File: src/rtl/mire_gen_if.sv
// Wishbone B4 write-master bundle used by the mire_gen test-pattern writer.
interface mire_gen_if;
    logic [31:0] wb_adr;
    logic [31:0] wb_dat_ms;
    logic        wb_we;
    logic [3:0]  wb_sel;
    logic        wb_cyc;
    logic        wb_stb;
    logic [2:0]  wb_cti;
    logic [1:0]  wb_bte;
    logic        wb_ack;

    modport master (
        output wb_adr, wb_dat_ms, wb_we, wb_sel, wb_cyc, wb_stb, wb_cti, wb_bte,
        input  wb_ack
    );

    modport slave (
        input  wb_adr, wb_dat_ms, wb_we, wb_sel, wb_cyc, wb_stb, wb_cti, wb_bte,
        output wb_ack
    );
endinterface

File: src/rtl/mire_gen.sv
// Framebuffer test-pattern writer: Wishbone master filling HDISP x VDISP pixels.
// Optional incrementing bursts when MIRE_GEN_BURST_EN is defined; HDISP must be >= 8.
//
// state  | meaning
// IDLE   | bus released, waiting for start
// LOAD   | latch mode/fill, rewind pixel counters
// RUN    | cyc/stb asserted, one pixel per ack
// GAP    | forced single idle cycle after THROTTLE_PERIOD beats
// DONE   | frame finished, bump frame_cnt, restart or go idle
module mire_gen #(
    parameter int          HDISP           = 800,
    parameter int          VDISP           = 480,
    parameter logic [31:0] BASE_ADDR       = 32'h0000_0000,
    parameter int          THROTTLE_PERIOD = 64,
    parameter int          BURST_LEN       = 8
) (
    input  logic        clk,
    input  logic        rst_n,
    input  logic        start,
    input  logic        continuous,
    input  logic [1:0]  mode,
    input  logic [23:0] fill_color,
    output logic        busy,
    output logic        frame_done,
    output logic [7:0]  frame_cnt,
    mire_gen_if.master  wb
);
    localparam int XW = ($clog2(HDISP) < 8) ? 8 : $clog2(HDISP);
    localparam int YW = ($clog2(VDISP) < 8) ? 8 : $clog2(VDISP);
    localparam int TW = $clog2(THROTTLE_PERIOD + 1);

    localparam logic [XW-1:0] XMAX = XW'(HDISP - 1);
    localparam logic [YW-1:0] YMAX = YW'(VDISP - 1);
    localparam logic [TW-1:0] TMAX = TW'(THROTTLE_PERIOD - 1);
    localparam logic [XW+3:0] ACC0 = (XW + 4)'(HDISP);

    if (THROTTLE_PERIOD < 1 || BURST_LEN < 1) begin : g_bad_param
        $error("mire_gen: THROTTLE_PERIOD and BURST_LEN must be >= 1");
    end

`ifdef MIRE_GEN_BURST_EN
    localparam int BW = (BURST_LEN > 1) ? $clog2(BURST_LEN) : 1;
    localparam logic [BW-1:0] BMAX = BW'(BURST_LEN - 1);
    localparam logic FIRST_LAST = (HDISP == 1) && (VDISP == 1);

    if ((THROTTLE_PERIOD % BURST_LEN) != 0) begin : g_bad_burst
        $error("mire_gen: THROTTLE_PERIOD must be a multiple of BURST_LEN");
    end
`endif

    typedef enum logic [2:0] {
        S_IDLE,
        S_LOAD,
        S_RUN,
        S_GAP,
        S_DONE
    } state_t;

    state_t        state;
    logic [XW-1:0] x, nx;
    logic [YW-1:0] y, ny;
    logic [2:0]    bar, nbar;
    logic [XW+3:0] acc, nacc;
    logic          last_px;
    logic [1:0]    mode_q;
    logic [23:0]   fill_q;
    logic [TW-1:0] thr_cnt;
    logic [31:0]   adr_q;
    logic [23:0]   rgb_q;
    logic          act_q;

`ifdef MIRE_GEN_BURST_EN
    logic [BW-1:0] bcnt, bcnt_inc;
    logic [2:0]    cti_q;
    logic          nlast;
`endif

    function automatic logic [23:0] pix_rgb(
        input logic [1:0]  m,
        input logic [23:0] fill,
        input logic [7:0]  px,
        input logic [7:0]  py,
        input logic [2:0]  pbar,
        input logic [7:0]  fc
    );
        logic [7:0] s;
        logic [7:0] g;
        s = px + py;
        g = px + fc;
        pix_rgb = 24'h0;
        case (m)
            2'd0: if (px[3:0] == 4'd0 || py[3:0] == 4'd0) pix_rgb = {s, s[6:0], 1'b0, ~s};
            2'd1: begin
                case (pbar)
                    3'd0:    pix_rgb = 24'hFFFFFF;
                    3'd1:    pix_rgb = 24'hFFFF00;
                    3'd2:    pix_rgb = 24'h00FFFF;
                    3'd3:    pix_rgb = 24'h00FF00;
                    3'd4:    pix_rgb = 24'hFF00FF;
                    3'd5:    pix_rgb = 24'hFF0000;
                    3'd6:    pix_rgb = 24'h0000FF;
                    default: pix_rgb = 24'h000000;
                endcase
            end
            2'd2:    pix_rgb = {g, g, g};
            default: pix_rgb = fill;
        endcase
    endfunction

`ifdef MIRE_GEN_BURST_EN
    function automatic logic [2:0] burst_cti(
        input logic [BW-1:0] b,
        input logic [TW-1:0] t,
        input logic          lst
    );
        return (b == BMAX || t == TMAX || lst) ? 3'b111 : 3'b010;
    endfunction
`endif

    // acc holds (bar+1)*HDISP, so acc/8 is the first x of the next bar.
    always_comb begin
        last_px = (x == XMAX) && (y == YMAX);
        nx   = x + 1'b1;
        ny   = y;
        nbar = bar;
        nacc = acc;
        if (x == XMAX) begin
            nx   = '0;
            nbar = '0;
            nacc = ACC0;
            ny   = (y == YMAX) ? '0 : y + 1'b1;
        end else if ({1'b0, nx} == acc[XW+3:3]) begin
            nbar = bar + 1'b1;
            nacc = acc + ACC0;
        end
`ifdef MIRE_GEN_BURST_EN
        nlast    = (nx == XMAX) && (ny == YMAX);
        bcnt_inc = (bcnt == BMAX) ? '0 : bcnt + 1'b1;
`endif
    end

    always_ff @(posedge clk or negedge rst_n) begin
        if (!rst_n) begin
            state      <= S_IDLE;
            x          <= '0;
            y          <= '0;
            bar        <= '0;
            acc        <= ACC0;
            mode_q     <= 2'd0;
            fill_q     <= 24'h0;
            thr_cnt    <= '0;
            adr_q      <= BASE_ADDR;
            rgb_q      <= 24'h0;
            act_q      <= 1'b0;
            busy       <= 1'b0;
            frame_done <= 1'b0;
            frame_cnt  <= 8'd0;
`ifdef MIRE_GEN_BURST_EN
            bcnt       <= '0;
            cti_q      <= 3'b000;
`endif
        end else begin
            frame_done <= 1'b0;
            case (state)
                S_IDLE: begin
                    if (start) begin
                        busy  <= 1'b1;
                        state <= S_LOAD;
                    end
                end
                S_LOAD: begin
                    mode_q  <= mode;
                    fill_q  <= fill_color;
                    x       <= '0;
                    y       <= '0;
                    bar     <= '0;
                    acc     <= ACC0;
                    thr_cnt <= '0;
                    adr_q   <= BASE_ADDR;
                    rgb_q   <= pix_rgb(mode, fill_color, 8'd0, 8'd0, 3'd0, frame_cnt);
                    act_q   <= 1'b1;
                    busy    <= 1'b1;
                    state   <= S_RUN;
`ifdef MIRE_GEN_BURST_EN
                    bcnt    <= '0;
                    cti_q   <= burst_cti('0, '0, FIRST_LAST);
`endif
                end
                S_RUN: begin
                    if (wb.wb_ack) begin
                        if (last_px) begin
                            act_q      <= 1'b0;
                            frame_done <= 1'b1;
                            state      <= S_DONE;
`ifdef MIRE_GEN_BURST_EN
                            cti_q      <= 3'b000;
`endif
                        end else begin
                            x     <= nx;
                            y     <= ny;
                            bar   <= nbar;
                            acc   <= nacc;
                            adr_q <= adr_q + 32'd4;
                            rgb_q <= pix_rgb(mode_q, fill_q, nx[7:0], ny[7:0], nbar, frame_cnt);
                            if (thr_cnt == TMAX) begin
                                thr_cnt <= '0;
                                act_q   <= 1'b0;
                                state   <= S_GAP;
`ifdef MIRE_GEN_BURST_EN
                                bcnt    <= '0;
                                cti_q   <= burst_cti('0, '0, nlast);
`endif
                            end else begin
                                thr_cnt <= thr_cnt + 1'b1;
`ifdef MIRE_GEN_BURST_EN
                                bcnt    <= bcnt_inc;
                                cti_q   <= burst_cti(bcnt_inc, thr_cnt + 1'b1, nlast);
`endif
                            end
                        end
                    end
                end
                S_GAP: begin
                    act_q <= 1'b1;
                    state <= S_RUN;
                end
                S_DONE: begin
                    frame_cnt <= frame_cnt + 8'd1;
                    if (continuous) begin
                        state <= S_LOAD;
                    end else begin
                        busy  <= 1'b0;
                        state <= S_IDLE;
                    end
                end
                default: state <= S_IDLE;
            endcase
        end
    end

    assign wb.wb_adr    = adr_q;
    assign wb.wb_dat_ms = {8'h00, rgb_q};
    assign wb.wb_we     = 1'b1;
    assign wb.wb_sel    = 4'b1111;
    assign wb.wb_cyc    = act_q;
    assign wb.wb_stb    = act_q;
    assign wb.wb_bte    = 2'b00;
`ifdef MIRE_GEN_BURST_EN
    assign wb.wb_cti    = cti_q;
`else
    assign wb.wb_cti    = 3'b000;
`endif

endmodule

File: src/flat_wrapper.sv
// flat-port wrapper written by rule: the top's interface ports become plain ports
module mire_gen_flat 
#(
    parameter int          HDISP           = 800,
    parameter int          VDISP           = 480,
    parameter logic [31:0] BASE_ADDR       = 32'h0000_0000,
    parameter int          THROTTLE_PERIOD = 64,
    parameter int          BURST_LEN       = 8
)
  (clk, rst_n, start, continuous, mode, fill_color, busy, frame_done, frame_cnt, wb_wb_adr, wb_wb_dat_ms, wb_wb_we, wb_wb_sel, wb_wb_cyc, wb_wb_stb, wb_wb_cti, wb_wb_bte, wb_wb_ack);
  mire_gen_if wb_i ();
  input  logic clk;
  input  logic rst_n;
  input  logic start;
  input  logic continuous;
  input  logic [1:0] mode;
  input  logic [23:0] fill_color;
  output logic busy;
  output logic frame_done;
  output logic [7:0] frame_cnt;
  output wire logic [$bits(wb_i.wb_adr)-1:0] wb_wb_adr;
  output wire logic [$bits(wb_i.wb_dat_ms)-1:0] wb_wb_dat_ms;
  output wire logic [$bits(wb_i.wb_we)-1:0] wb_wb_we;
  output wire logic [$bits(wb_i.wb_sel)-1:0] wb_wb_sel;
  output wire logic [$bits(wb_i.wb_cyc)-1:0] wb_wb_cyc;
  output wire logic [$bits(wb_i.wb_stb)-1:0] wb_wb_stb;
  output wire logic [$bits(wb_i.wb_cti)-1:0] wb_wb_cti;
  output wire logic [$bits(wb_i.wb_bte)-1:0] wb_wb_bte;
  input wire logic [$bits(wb_i.wb_ack)-1:0] wb_wb_ack;
  assign wb_wb_adr = wb_i.wb_adr;
  assign wb_wb_dat_ms = wb_i.wb_dat_ms;
  assign wb_wb_we = wb_i.wb_we;
  assign wb_wb_sel = wb_i.wb_sel;
  assign wb_wb_cyc = wb_i.wb_cyc;
  assign wb_wb_stb = wb_i.wb_stb;
  assign wb_wb_cti = wb_i.wb_cti;
  assign wb_wb_bte = wb_i.wb_bte;
  assign wb_i.wb_ack = wb_wb_ack;
  mire_gen #(.HDISP(HDISP), .VDISP(VDISP), .BASE_ADDR(BASE_ADDR), .THROTTLE_PERIOD(THROTTLE_PERIOD), .BURST_LEN(BURST_LEN)) u_core (.clk(clk), .rst_n(rst_n), .start(start), .continuous(continuous), .mode(mode), .fill_color(fill_color), .busy(busy), .frame_done(frame_done), .frame_cnt(frame_cnt), .wb(wb_i));
endmodule
File: config.mk
export PLATFORM = sky130hd
export DESIGN_NAME = mire_gen_flat
export DESIGN_NICKNAME = d
export VERILOG_FILES = /design/src/rtl/mire_gen_if.sv /design/src/rtl/mire_gen.sv /design/src/flat_wrapper.sv
export SDC_FILE = /design/constraint.sdc
export NUM_CORES = 1
export LEC_CHECK = 0
export BUFFER_PORTS_ARGS = -buffer_cell sky130_fd_sc_hd__buf_2
export CORE_MARGIN = 1
export CORE_UTILIZATION = 64
export CTS_BUF_LIST = sky130_fd_sc_hd__clkbuf_8
export DETAILED_ROUTE_END_ITERATION = 8
export PLACE_DENSITY = 0.88
export SLEW_MARGIN = 20
export SYNTH_ARGS = -nofsm -noshare
export SYNTH_HDL_FRONTEND = slang
export SYNTH_SLANG_ARGS = --single-unit
export TNS_END_PERCENT = 5
File: constraint.sdc
create_clock -name clk -period 8.1 [get_ports clk]
set_input_delay 1.62 -clock clk [delete_from_list [all_inputs] [get_ports clk]]
set_output_delay 1.62 -clock clk [all_outputs]
set_load 0.02 [all_outputs]
==> run metrics, run 1 <==
Slew @ Worst Pin=about 930 ps; Clock Tree Buf Depth=2; Post-Route Skew=11.2 ps; Synth cell types=67; worst skew pair latency=460 ps; highest clock rate=244 MHz; final wirelength=between 20 and 25 mm; CTS Hold Bufs=0; initial core utilization=65.9%; most frequent cell on the critical path=ha_1; worst min path class=reg2reg; Crit path required time=8430 ps; met3 wire length=1.74 mm; Synth Cell Area=7920 um2; initial antenna violation count=0; CP peak stage delay=480 ps; CTS Buf Count=17; GP Congestion=0.928; layout cell share with drive strength beyond 1=15.2%; WL met2=9.50 mm; setup TNS=0 ps; Startpoint Class=flop; max-slew violations=0; worst-case headroom to the max-slew limit=38.2%; total core area=roughly 12000 um2; CTS clk-pin slew, worst paths=80 ps; Die Ht=113 um; Remaining Overflow, GRT=0; Area Overhead vs Synth=10.4%; CTS root buf=clkbuf_8; 1st-iter DRT viols=~700; most common flop cell mapped by yosys=dfrtp_1; top sig layer=met4; worst-path cell chain=ha_1, and4_4, nand3_1, mux2i_1, inv_1, ha_1, a21o_1, a21oi_1, nor2b_1, o21ai_0, nand2b_1, xor2_1, a2111oi_0, nor2_1; leading cell types in the layout, fill and taps excluded=nand2_1 (141), dfrtp_1 (129), buf_2 (95), o21ai_0 (83), nor2_1 (77); post-synthesis sequential area ratio=41.8%; Max FO, Critical Path=15; H-tree depth=4; final hold violation count=0; power after layout=2.51 mW; # rows=40; Cell Count, Final, Fillers Out=between 1k and 1.5k; arrival time at the worst endpoint=roughly 4400 ps; final instance area=8740 um2; Avg Cell Area, Syn=8.65 um2; DRC viols=0; CP Capture Type=flop; most common cell after layout, fill and taps aside=nand2_1; max-cap violations=0; Seq cells post-synth=132; Port Buf Inserts=96; ANT cells=0; Leak Pwr=4.25 nW; M1 wire length=8.30 mm; placed insts=1115; Tot GR Track Use=around a third; post-CTS setup buffer count=0; NumNets Final=1041; Post-CTS Resized=0; first-pass GRT wire length=32.7 mm; final antenna-violating net count=0; Via Count=7113; pwr/cell area=287 nW/um2; Boundary Pins=~120; largest net degree at the start of global routing=75; unrepaired setup endpoints after global routing=no; Wirelength per Cell=around 18 um; Post-synth EDFFs=0; Via-to-Cell Ratio=6.20; asr flop ratio synth=100%; slowest CP cell=dfrtp_1; warnings from Yosys=0; final setup fails=0; CTS sink cnt=approximately 130; Peak VDD IR=0.229 mV; CP Buf/Inv Count=1; Syn Inst Count=915; CTS tree=yes; post-DP HPWL=about 14 mm; status=completed; Die X=113 um; Die Footprint=12800 um2; vias in the first global route=6612; Pre-antenna DRT Iters=5; top cell family by delay on the critical path=compound AO/OA/AOI/OAI gates; critical path type=reg2reg; ratio of final minimum period to clock period=50.6%; Reg2Reg Setup Slack=4000 ps; Final Critical Period=4100 ps; Area after DPL=8380 um2
## synthesized netlist by cell type (3+ instances only)
library cell    n  share of area (%)
o21a_1          7               0.66
o211ai_1       14                1.3
and3_1         22                1.7
clkbuf_1       35                1.7
nor4_1          5               0.40
nand4_1         8               0.63
nor2b_1         4               0.32
a2bb2oi_1       6               0.66
nor3_1         21                1.3
o21ai_0        84                5.3
nor2_1         77                3.6
buf_1           6               0.28
a21boi_0        3               0.28
buf_4          22                2.1
inv_1          21                1.0
xnor2_1        38                4.2
o21ai_1         6               0.38
a211oi_1       11                1.0
dfrtp_1       129                 41
a22o_1          7               0.77
and2_1          3               0.24
a21oi_1        50                3.2
a21o_1         10               0.95
mux2i_1         9                1.1
buf_2           4               0.25
o211a_1         5               0.63
nand3_1        34                2.1
xor2_1         33                3.6
a31oi_1         5               0.40
nand2_1       141                6.7
dfstp_2         3                1.0
or3_1           7               0.55
or2_2           4               0.32
nand2b_1       10               0.79
ha_1           21                3.3
o31ai_1         7               0.66
## worst paths after layout
kind / from / end / depth (start not counted)
worst max register to register: u_core.x[0] / u_core.rgb_q[14] / 14
max in group asynchronous: rst_n / u_core.fill_q[17] / 2
worst min register to register: u_core.fill_q[3] / u_core.fill_q[3] / 2
worst min-delay path: u_core.fill_q[3] / u_core.fill_q[3] / 2
min in group asynchronous: rst_n / u_core.thr_cnt[3] / 1
worst max-delay path: u_core.x[0] / u_core.rgb_q[14] / 14
## sequential cells by signal (all words and copies together), names as in the netlist, 2 cells and up
| signal | count |
|---|---|
| u_core.thr_cnt | 7 |
| u_core.y | 9 |
| u_core.rgb_q | 24 |
| u_core.fill_q | 24 |
| u_core.mode_q | 2 |
| u_core.x | 10 |
| u_core.frame_cnt | 8 |
| u_core.wb.wb_adr | 30 |
| u_core.bar | 3 |
| u_core.acc | 9 |
| u_core.state | 3 |
## kinds of logic after synthesis
| family | after synthesis | synth area share (%) |
|---|---|---|
| AOI/OAI and AO/OA | 236 | 18.9 |
| xor gates and xnor gates | 72 | 8.14 |
| adders and majority gates | 23 | 3.82 |
| buffers and inverters | 89 | 5.42 |
| DFF | 132 | 41.8 |
| muxes | 10 | 1.28 |
| other | 2 | 0.0948 |
| and+or+nand+nor | 351 | 20.5 |
## per-stage QoR
step / utilization (%) / setup WS (ps) / hold WS, ps
2_1_floorplan: - / 4430 / 440
3_3_place_gp: 69.8 / 4290 / 453
3_5_place_dp: 69.8 / 4130 / 457
4_1_cts: 72.8 / 4110 / 476
5_1_grt: 72.8 / 3700 / 493
6_report: 72.8 / 4000 / 474
## power by group
group / internal, mW / switching, mW
logic: 0.367 / 0.648
clock network: 0.248 / 0.273
registers: 0.823 / 0.148
## metal layers
layer | up-vias | global-route usage, %
met3 | 65 | 7.28
met5 | - | 0
li1 | 3318 | -
met4 | 0 | 14.8
met1 | 3331 | 43.7
met2 | 399 | 51.8
## worst reg2reg max path, cell delays in order, from the launching register on
cell	delay (ps)
dfrtp_1	480
ha_1	390
and4_4	320
nand3_1	430
mux2i_1	360
inv_1	120
ha_1	290
a21o_1	160
a21oi_1	230
nor2b_1	80
o21ai_0	240
nand2b_1	100
xor2_1	200
a2111oi_0	470
nor2_1	90
## area by class of cell
class                   instances  area (um2)
fillers                       898        3270
clock inverters                14         113
flip-flops and latches        132        3310
well taps                     147         184
clock buffers                  18         248
multi-input cells             712        4270
repair buffers                103         539
inverters                      21        78.8
Note: power is estimated with default switching activity, not from simulation.
==> run 2, diff against run 1 <==
--- a/config.mk
+++ b/config.mk
@@ -7,10 +7,10 @@
 export LEC_CHECK = 0
 export BUFFER_PORTS_ARGS = -buffer_cell sky130_fd_sc_hd__buf_2
 export CORE_MARGIN = 1
-export CORE_UTILIZATION = 64
+export CORE_UTILIZATION = 54
 export CTS_BUF_LIST = sky130_fd_sc_hd__clkbuf_8
 export DETAILED_ROUTE_END_ITERATION = 8
-export PLACE_DENSITY = 0.88
+export PLACE_DENSITY = 0.79
 export SLEW_MARGIN = 20
 export SYNTH_ARGS = -nofsm -noshare
 export SYNTH_HDL_FRONTEND = slang
==> constraint.sdc (replaced) <==
create_clock -name clk -period 3.7 [get_ports clk]
set_input_delay 0.74 -clock clk [delete_from_list [all_inputs] [get_ports clk]]
set_output_delay 0.74 -clock clk [all_outputs]
set_load 0.02 [all_outputs]
==> run 2 against run 1 <==
- worst hold slack worse by 200 ps
- setup slack lost 3800 ps
- sequential power up 120%
- sequential cell count stayed put
- cell area rose by 3.0%
- clock power is 140% higher
- first-iteration DRC count decreased by 27%
- die area is 18% higher
- via count decreased by 0.58%
- critical endpoint unchanged
- highest routed layer unchanged
==> run metrics, run 2 (same netlist as run 1, synthesis figures left out) <==
Die Ht=123 um (was 113 um); Tot GR Track Use=28.8% (was 32.9%); most common cell after layout, fill and taps aside=nand2_1 (unchanged); final antenna-violating net count=0 (unchanged); ratio of final minimum period to clock period=94.3% (was 50.6%); CTS Hold Bufs=0 (unchanged); worst min path class=in2async (was reg2reg); final setup fails=0 (unchanged); Via Count=7072 (was 7113); Crit path required time=4040 ps (was 8430 ps); Remaining Overflow, GRT=0 (unchanged); largest net degree at the start of global routing=77 (was 75); Max FO, Critical Path=9 (was 15); first-pass GRT wire length=33.4 mm (was 32.7 mm); CTS Buf Count=17 (unchanged); top cell family by delay on the critical path=compound AO/OA/AOI/OAI gates (unchanged); CTS tree=yes (unchanged); Via-to-Cell Ratio=5.90 (was 6.20); CTS clk-pin slew, worst paths=80 ps (about the same); R2R Path End=u_core.rgb_q[14] (unchanged); pwr/cell area=632 nW/um2 (was 287 nW/um2); Port Buf Inserts=96 (unchanged); DRC viols=0 (unchanged); reg2reg path depth=14 (unchanged); final wirelength=20.6 mm (was 20.1 mm); Largest register FFs=30 (unchanged); CTS sink cnt=132 (unchanged); max-cap violations=0 (unchanged); Peak VDD IR=0.457 mV (was 0.229 mV); slowest CP cell=dfrtp_1 (unchanged); CP endpoint=u_core.rgb_q[14] (unchanged); Die Footprint=15200 um2 (was 12800 um2); filler instances=1217 (was 898); CP peak stage delay=450 ps (was 480 ps); highest clock rate=287 MHz (was 244 MHz); Post-Route Skew=12.6 ps (was 11.2 ps); critical path type=reg2reg (unchanged); worst-path cell chain=ha_1, and4_4, and3_1, buf_4, nand2_1, xnor2_1, ha_1, a21oi_1, nor2b_1, o21ai_0, nand2b_1, xor2_1, a2111oi_1, nor2_1 (was ha_1, and4_4, nand3_1, mux2i_1, inv_1, ha_1, a21o_1, a21oi_1, nor2b_1, o21ai_0, nand2b_1, xor2_1, a2111oi_0, nor2_1); 1st-iter DRT viols=511 (was 697); GP Congestion=0.925 (was 0.928); ANT cells=0 (unchanged); Startpoint Class=flop (unchanged); Slew @ Worst Pin=790 ps (was 927 ps); post-CTS setup buffer count=0 (unchanged); layout cell share with drive strength beyond 1=17.3% (was 15.2%); arrival time at the worst endpoint=3830 ps (was 4430 ps); Critical Path Source=u_core.x[1] (was u_core.x[0]); Clock Tree Buf Depth=2 (unchanged); Pre-antenna DRT Iters=5 (unchanged); Post-CTS Resized=0 (unchanged); H-tree depth=4 (unchanged); unrepaired setup endpoints after global routing=no (unchanged); final instance area=9000 um2 (was 8740 um2); status=completed (unchanged); Boundary Pins=117 (unchanged); CTS root buf=clkbuf_8 (unchanged); NumNets Final=1060 (was 1041); final hold violation count=0 (unchanged); Area after DPL=8580 um2 (was 8380 um2); Wirelength per Cell=17.2 um (was 17.5 um); vias in the first global route=6702 (was 6612); post-DP HPWL=14.6 mm (was 13.5 mm); initial antenna violation count=0 (unchanged); Final Critical Period=3490 ps (was 4100 ps); Reg2Reg Setup Slack=210 ps (was 4000 ps); Area Overhead vs Synth=13.7% (was 10.4%); placed insts=1167 (was 1115); CP Capture Type=flop (unchanged); max-slew violations=0 (unchanged); worst-case headroom to the max-slew limit=46.8% (was 38.2%); setup TNS=0 ps (unchanged); initial core utilization=56.2% (was 65.9%); Cell Count, Final, Fillers Out=1199 (was 1147); worst skew pair latency=470 ps (was 460 ps); Crit path depth=14 (unchanged); most frequent cell on the critical path=ha_1 (unchanged); Die X=123 um (was 113 um); CP Buf/Inv Count=1 (unchanged); Leak Pwr=4.36 nW (was 4.25 nW); Crit Reg-Reg Startpoint=u_core.x[1] (was u_core.x[0]); # rows=43 (was 40); leading cell types in the layout, fill and taps excluded=nand2_1 (141), dfrtp_1 (128), buf_2 (95), o21ai_0 (83), nor2_1 (77) (was nand2_1 (141), dfrtp_1 (129), buf_2 (95), o21ai_0 (83), nor2_1 (77)); total core area=14100 um2 (was 12000 um2)
## run 2: cell types whose count changed in the layout (fill, tap and decap cells not counted), moves of 2 or more
cell,previous run,this run
buf_4,7,25
clkbuf_8,18,21
clkinv_2,3,0
clkinv_4,0,2
inv_1,24,22
inv_6,3,1
## run 2: how the worst min path moves through the flow
stage | endpoint
floorplan | u_core.acc[10]
global placement | u_core.fill_q[2]
detailed placement | u_core.fill_q[16]
CTS | u_core.thr_cnt[1]
global route | u_core.thr_cnt[5]
finish | u_core.thr_cnt[0]
## run 2: power by group
part | internal (mW) | total (mW) | leakage (nW) | switching, mW
Combinational | 0.878 | 2.31 | 2.46 | 1.43
Sequential | 1.80 | 2.12 | 1.70 | 0.316
Clock | 0.671 | 1.26 | 0.198 | 0.590
## run 2: through the flow
stage	hold slack (ps)	total power, mW	util, %	worst slack, ps
final	277	5.69	63.9	212
after global routing	341	6.04	63.9	8.68
after CTS	311	5.67	63.8	211
after detailed placement	457	4.41	60.8	244
after global placement	453	4.36	60.8	362
after floorplan	440	3.67	-	30.9
## run 2: area by class of cell
type	instances	area (um2)	share of cell area, %
multi-input combinational	712	4280	47.5
sequential	132	3310	36.7
timing repair buffer	122	694	7.71
clock buffer	21	289	3.21
tap	180	225	2.50
clock inverter	11	128	1.42
inverter	21	78.8	0.875
## run 2: routing by layer
metal  track usage [%]  vias up  routed length (um)
met4              10.7        0                 458
met5                 0        -                   0
met3              5.58       37                1120
met2              47.0      251                9950
met1              38.2     3428                9090
li1                  -     3356                   -
==> run 3, diff against run 2 <==
--- a/config.mk
+++ b/config.mk
@@ -7,10 +7,11 @@
 export LEC_CHECK = 0
 export BUFFER_PORTS_ARGS = -buffer_cell sky130_fd_sc_hd__buf_2
 export CORE_MARGIN = 1
-export CORE_UTILIZATION = 54
+export CORE_UTILIZATION = 64
 export CTS_BUF_LIST = sky130_fd_sc_hd__clkbuf_8
+export CTS_CLUSTER_SIZE = 28
 export DETAILED_ROUTE_END_ITERATION = 8
-export PLACE_DENSITY = 0.79
+export PLACE_DENSITY = 0.88
 export SLEW_MARGIN = 20
 export SYNTH_ARGS = -nofsm -noshare
 export SYNTH_HDL_FRONTEND = slang
==> constraint.sdc (replaced) <==
create_clock -name clk -period 4.41 [get_ports clk]
set_input_delay 0.882 -clock clk [delete_from_list [all_inputs] [get_ports clk]]
set_output_delay 0.882 -clock clk [all_outputs]
set_load 0.02 [all_outputs]
==> run 3 against run 2 <==
- sequential cell count did not move
- core utilization increased by 9.5 points
- cell count decreased by 3.7%
- sequential share of layout area up 0.79 points
- via count increased by 1.1%
- routed wire length is 1.3% lower
- register-to-register slack gained 410 ps
- highest routed layer unchanged
- clock-buffer cell count decreased by 2
- setup slack improved by 410 ps
- cell area is 2.1% lower
- sequential power shrank 16%
- critical path type unchanged
- fmax down 8.0%
==> run metrics, run 3 (same netlist as run 1, synthesis figures left out) <==
Final Critical Period=3790 ps (was 3490 ps); Wirelength per Cell=17.6 um (was 17.2 um); arrival time at the worst endpoint=4130 ps (was 3830 ps); filler instances=891 (was 1217); CP Capture Type=flop (unchanged); slowest CP cell=dfrtp_1 (unchanged); 1st-iter DRT viols=509 (was 511); top cell family by delay on the critical path=simple AND/OR/NAND/NOR gates (was compound AO/OA/AOI/OAI gates); CP endpoint=u_core.rgb_q[14] (unchanged); most frequent cell on the critical path=ha_1 (unchanged); most common cell after layout, fill and taps aside=nand2_1 (unchanged); Post-Route Skew=14.2 ps (was 12.6 ps); final hold violation count=0 (unchanged); initial antenna violation count=0 (unchanged); status=completed (unchanged); CTS tree=yes (unchanged); Post-CTS Resized=0 (unchanged); H-tree depth=4 (unchanged); area of the multi-input gates=4270 um2 (was 4280 um2); Crit Reg-Reg Startpoint=u_core.x[0] (was u_core.x[1]); first-pass GRT wire length=33.1 mm (was 33.4 mm); Area Overhead vs Synth=11.3% (was 13.7%); CTS clk-pin slew, worst paths=80 ps (about the same); Pre-antenna DRT Iters=7 (was 5); CTS Buf Count=17 (unchanged); worst-path cell chain=ha_1, and4_4, and3_1, nand2_1, xnor2_1, ha_1, a21oi_1, nor2b_1, o21ai_0, nand2b_1, xor2_1, a2111oi_0, nor2_1 (was ha_1, and4_4, and3_1, buf_4, nand2_1, xnor2_1, ha_1, a21oi_1, nor2b_1, o21ai_0, nand2b_1, xor2_1, a2111oi_1, nor2_1); Clock Tree Buf Depth=2 (unchanged); unrepaired setup endpoints after global routing=no (unchanged); reg2reg path depth=13 (was 14); CP Buf/Inv Count=0 (was 1); layout cell share with drive strength beyond 1=16.1% (was 17.3%); Die Footprint=12800 um2 (was 15200 um2); total core area=12000 um2 (was 14100 um2); Boundary Pins=117 (unchanged); critical path type=reg2reg (unchanged); Via Count=7148 (was 7072); DRC viols=0 (unchanged); Reg2Reg Setup Slack=620 ps (was 210 ps); CP peak stage delay=470 ps (was 450 ps); pwr/cell area=525 nW/um2 (was 632 nW/um2); ratio of final minimum period to clock period=86.0% (was 94.3%); Die Ht=113 um (was 123 um); Largest register FFs=30 (unchanged); Crit path required time=4740 ps (was 4040 ps); final hold slack=473 ps (was 277 ps); leading cell types in the layout, fill and taps excluded=nand2_1 (141), dfrtp_1 (129), buf_2 (95), o21ai_0 (83), nor2_1 (77) (was nand2_1 (141), dfrtp_1 (128), buf_2 (95), o21ai_0 (83), nor2_1 (77)); Max FO, Critical Path=10 (was 9); worst min path class=reg2reg (was in2async); highest clock rate=264 MHz (was 287 MHz); worst skew pair latency=460 ps (was 470 ps); # rows=40 (was 43); Die X=113 um (was 123 um); GP Congestion=0.951 (was 0.925); Critical Path Source=u_core.x[0] (was u_core.x[1]); max-slew violations=0 (unchanged); R2R Path End=u_core.rgb_q[14] (unchanged); Final WS setup=619 ps (was 212 ps); Via-to-Cell Ratio=6.19 (was 5.90); initial core utilization=65.9% (was 56.2%); CTS root buf=clkbuf_8 (unchanged); CTS sink cnt=132 (unchanged); CTS Hold Bufs=0 (unchanged); final antenna-violating net count=0 (unchanged); Peak VDD IR=0.372 mV (was 0.457 mV); Tot GR Track Use=33.5% (was 28.8%); vias in the first global route=6684 (was 6702); Crit path depth=13 (was 14); Startpoint Class=flop (unchanged); worst-case headroom to the max-slew limit=43.3% (was 46.8%); final wirelength=20.4 mm (was 20.6 mm); post-DP HPWL=14.2 mm (was 14.6 mm); max-cap violations=0 (unchanged); final setup fails=0 (unchanged); post-CTS setup buffer count=0 (unchanged); largest net degree at the start of global routing=89 (was 77); setup TNS=0 ps (unchanged); worst slack, placed=686 ps (was 244 ps); register area=3310 um2 (about the same); NumNets Final=1049 (was 1060); ANT cells=0 (unchanged); Remaining Overflow, GRT=0 (unchanged); Leak Pwr=4.29 nW (was 4.36 nW); Slew @ Worst Pin=848 ps (was 790 ps); Port Buf Inserts=96 (unchanged)
-- run 3: how the worst min path moves through the flow --
stage                 startpoint                end  slack, ps  cells past startpoint
2_1_floorplan   u_core.fill_q[8]   u_core.fill_q[8]        440                      2
3_5_place_dp    u_core.fill_q[5]   u_core.fill_q[5]        460                      2
5_1_grt        u_core.fill_q[20]  u_core.fill_q[20]        490                      2
6_report        u_core.fill_q[5]   u_core.fill_q[5]        470                      2
4_1_cts         u_core.fill_q[0]   u_core.fill_q[0]        470                      2
3_3_place_gp   u_core.fill_q[17]  u_core.fill_q[17]        450                      2
-- run 3: layout make-up --
type	count	share of cell area, %
Clock inverter	13	1.25
Multi-Input combinational cell	712	48.5
Timing Repair Buffer	111	6.80
Sequential cell	132	37.5
Inverter	21	0.895
Clock buffer	19	2.97
Tap cell	147	2.09
-- run 3: layer usage --
layer	vias up	GRT usage (%)	routed length [um]	part of all wire, %
met5	-	0	0	0
met4	0	14.4	596	2.9
met3	58	7.82	1470	7.2
met2	343	54.3	9660	47
met1	3408	43.2	8620	42
li1	3339	-	-	-
-- run 3: report_power, final --
| group | internal [mW] | switching, mW |
|---|---|---|
| sequential | 1.51 | 0.277 |
| combinational | 0.687 | 1.18 |
| clock | 0.471 | 0.500 |
-- run 3: metrics by stage --
step	utilization [%]	cell area, um2	instances	power [mW]
floorplan	-	7990	933	3.08
global placement	70.3	8440	1123	3.56
detailed placement	70.3	8440	1123	3.63
CTS	73.4	8810	1155	4.60
global route	73.4	8810	1155	4.91
finish	73.4	8810	1155	4.63
-- run 3: worst reg2reg max path, stage by stage (launching register included) --
cell	delay, ps
dfrtp_1	470
ha_1	370
and4_4	310
and3_1	370
nand2_1	150
xnor2_1	270
ha_1	330
a21oi_1	250
nor2b_1	90
o21ai_0	230
nand2b_1	110
xor2_1	190
a2111oi_0	460
nor2_1	70
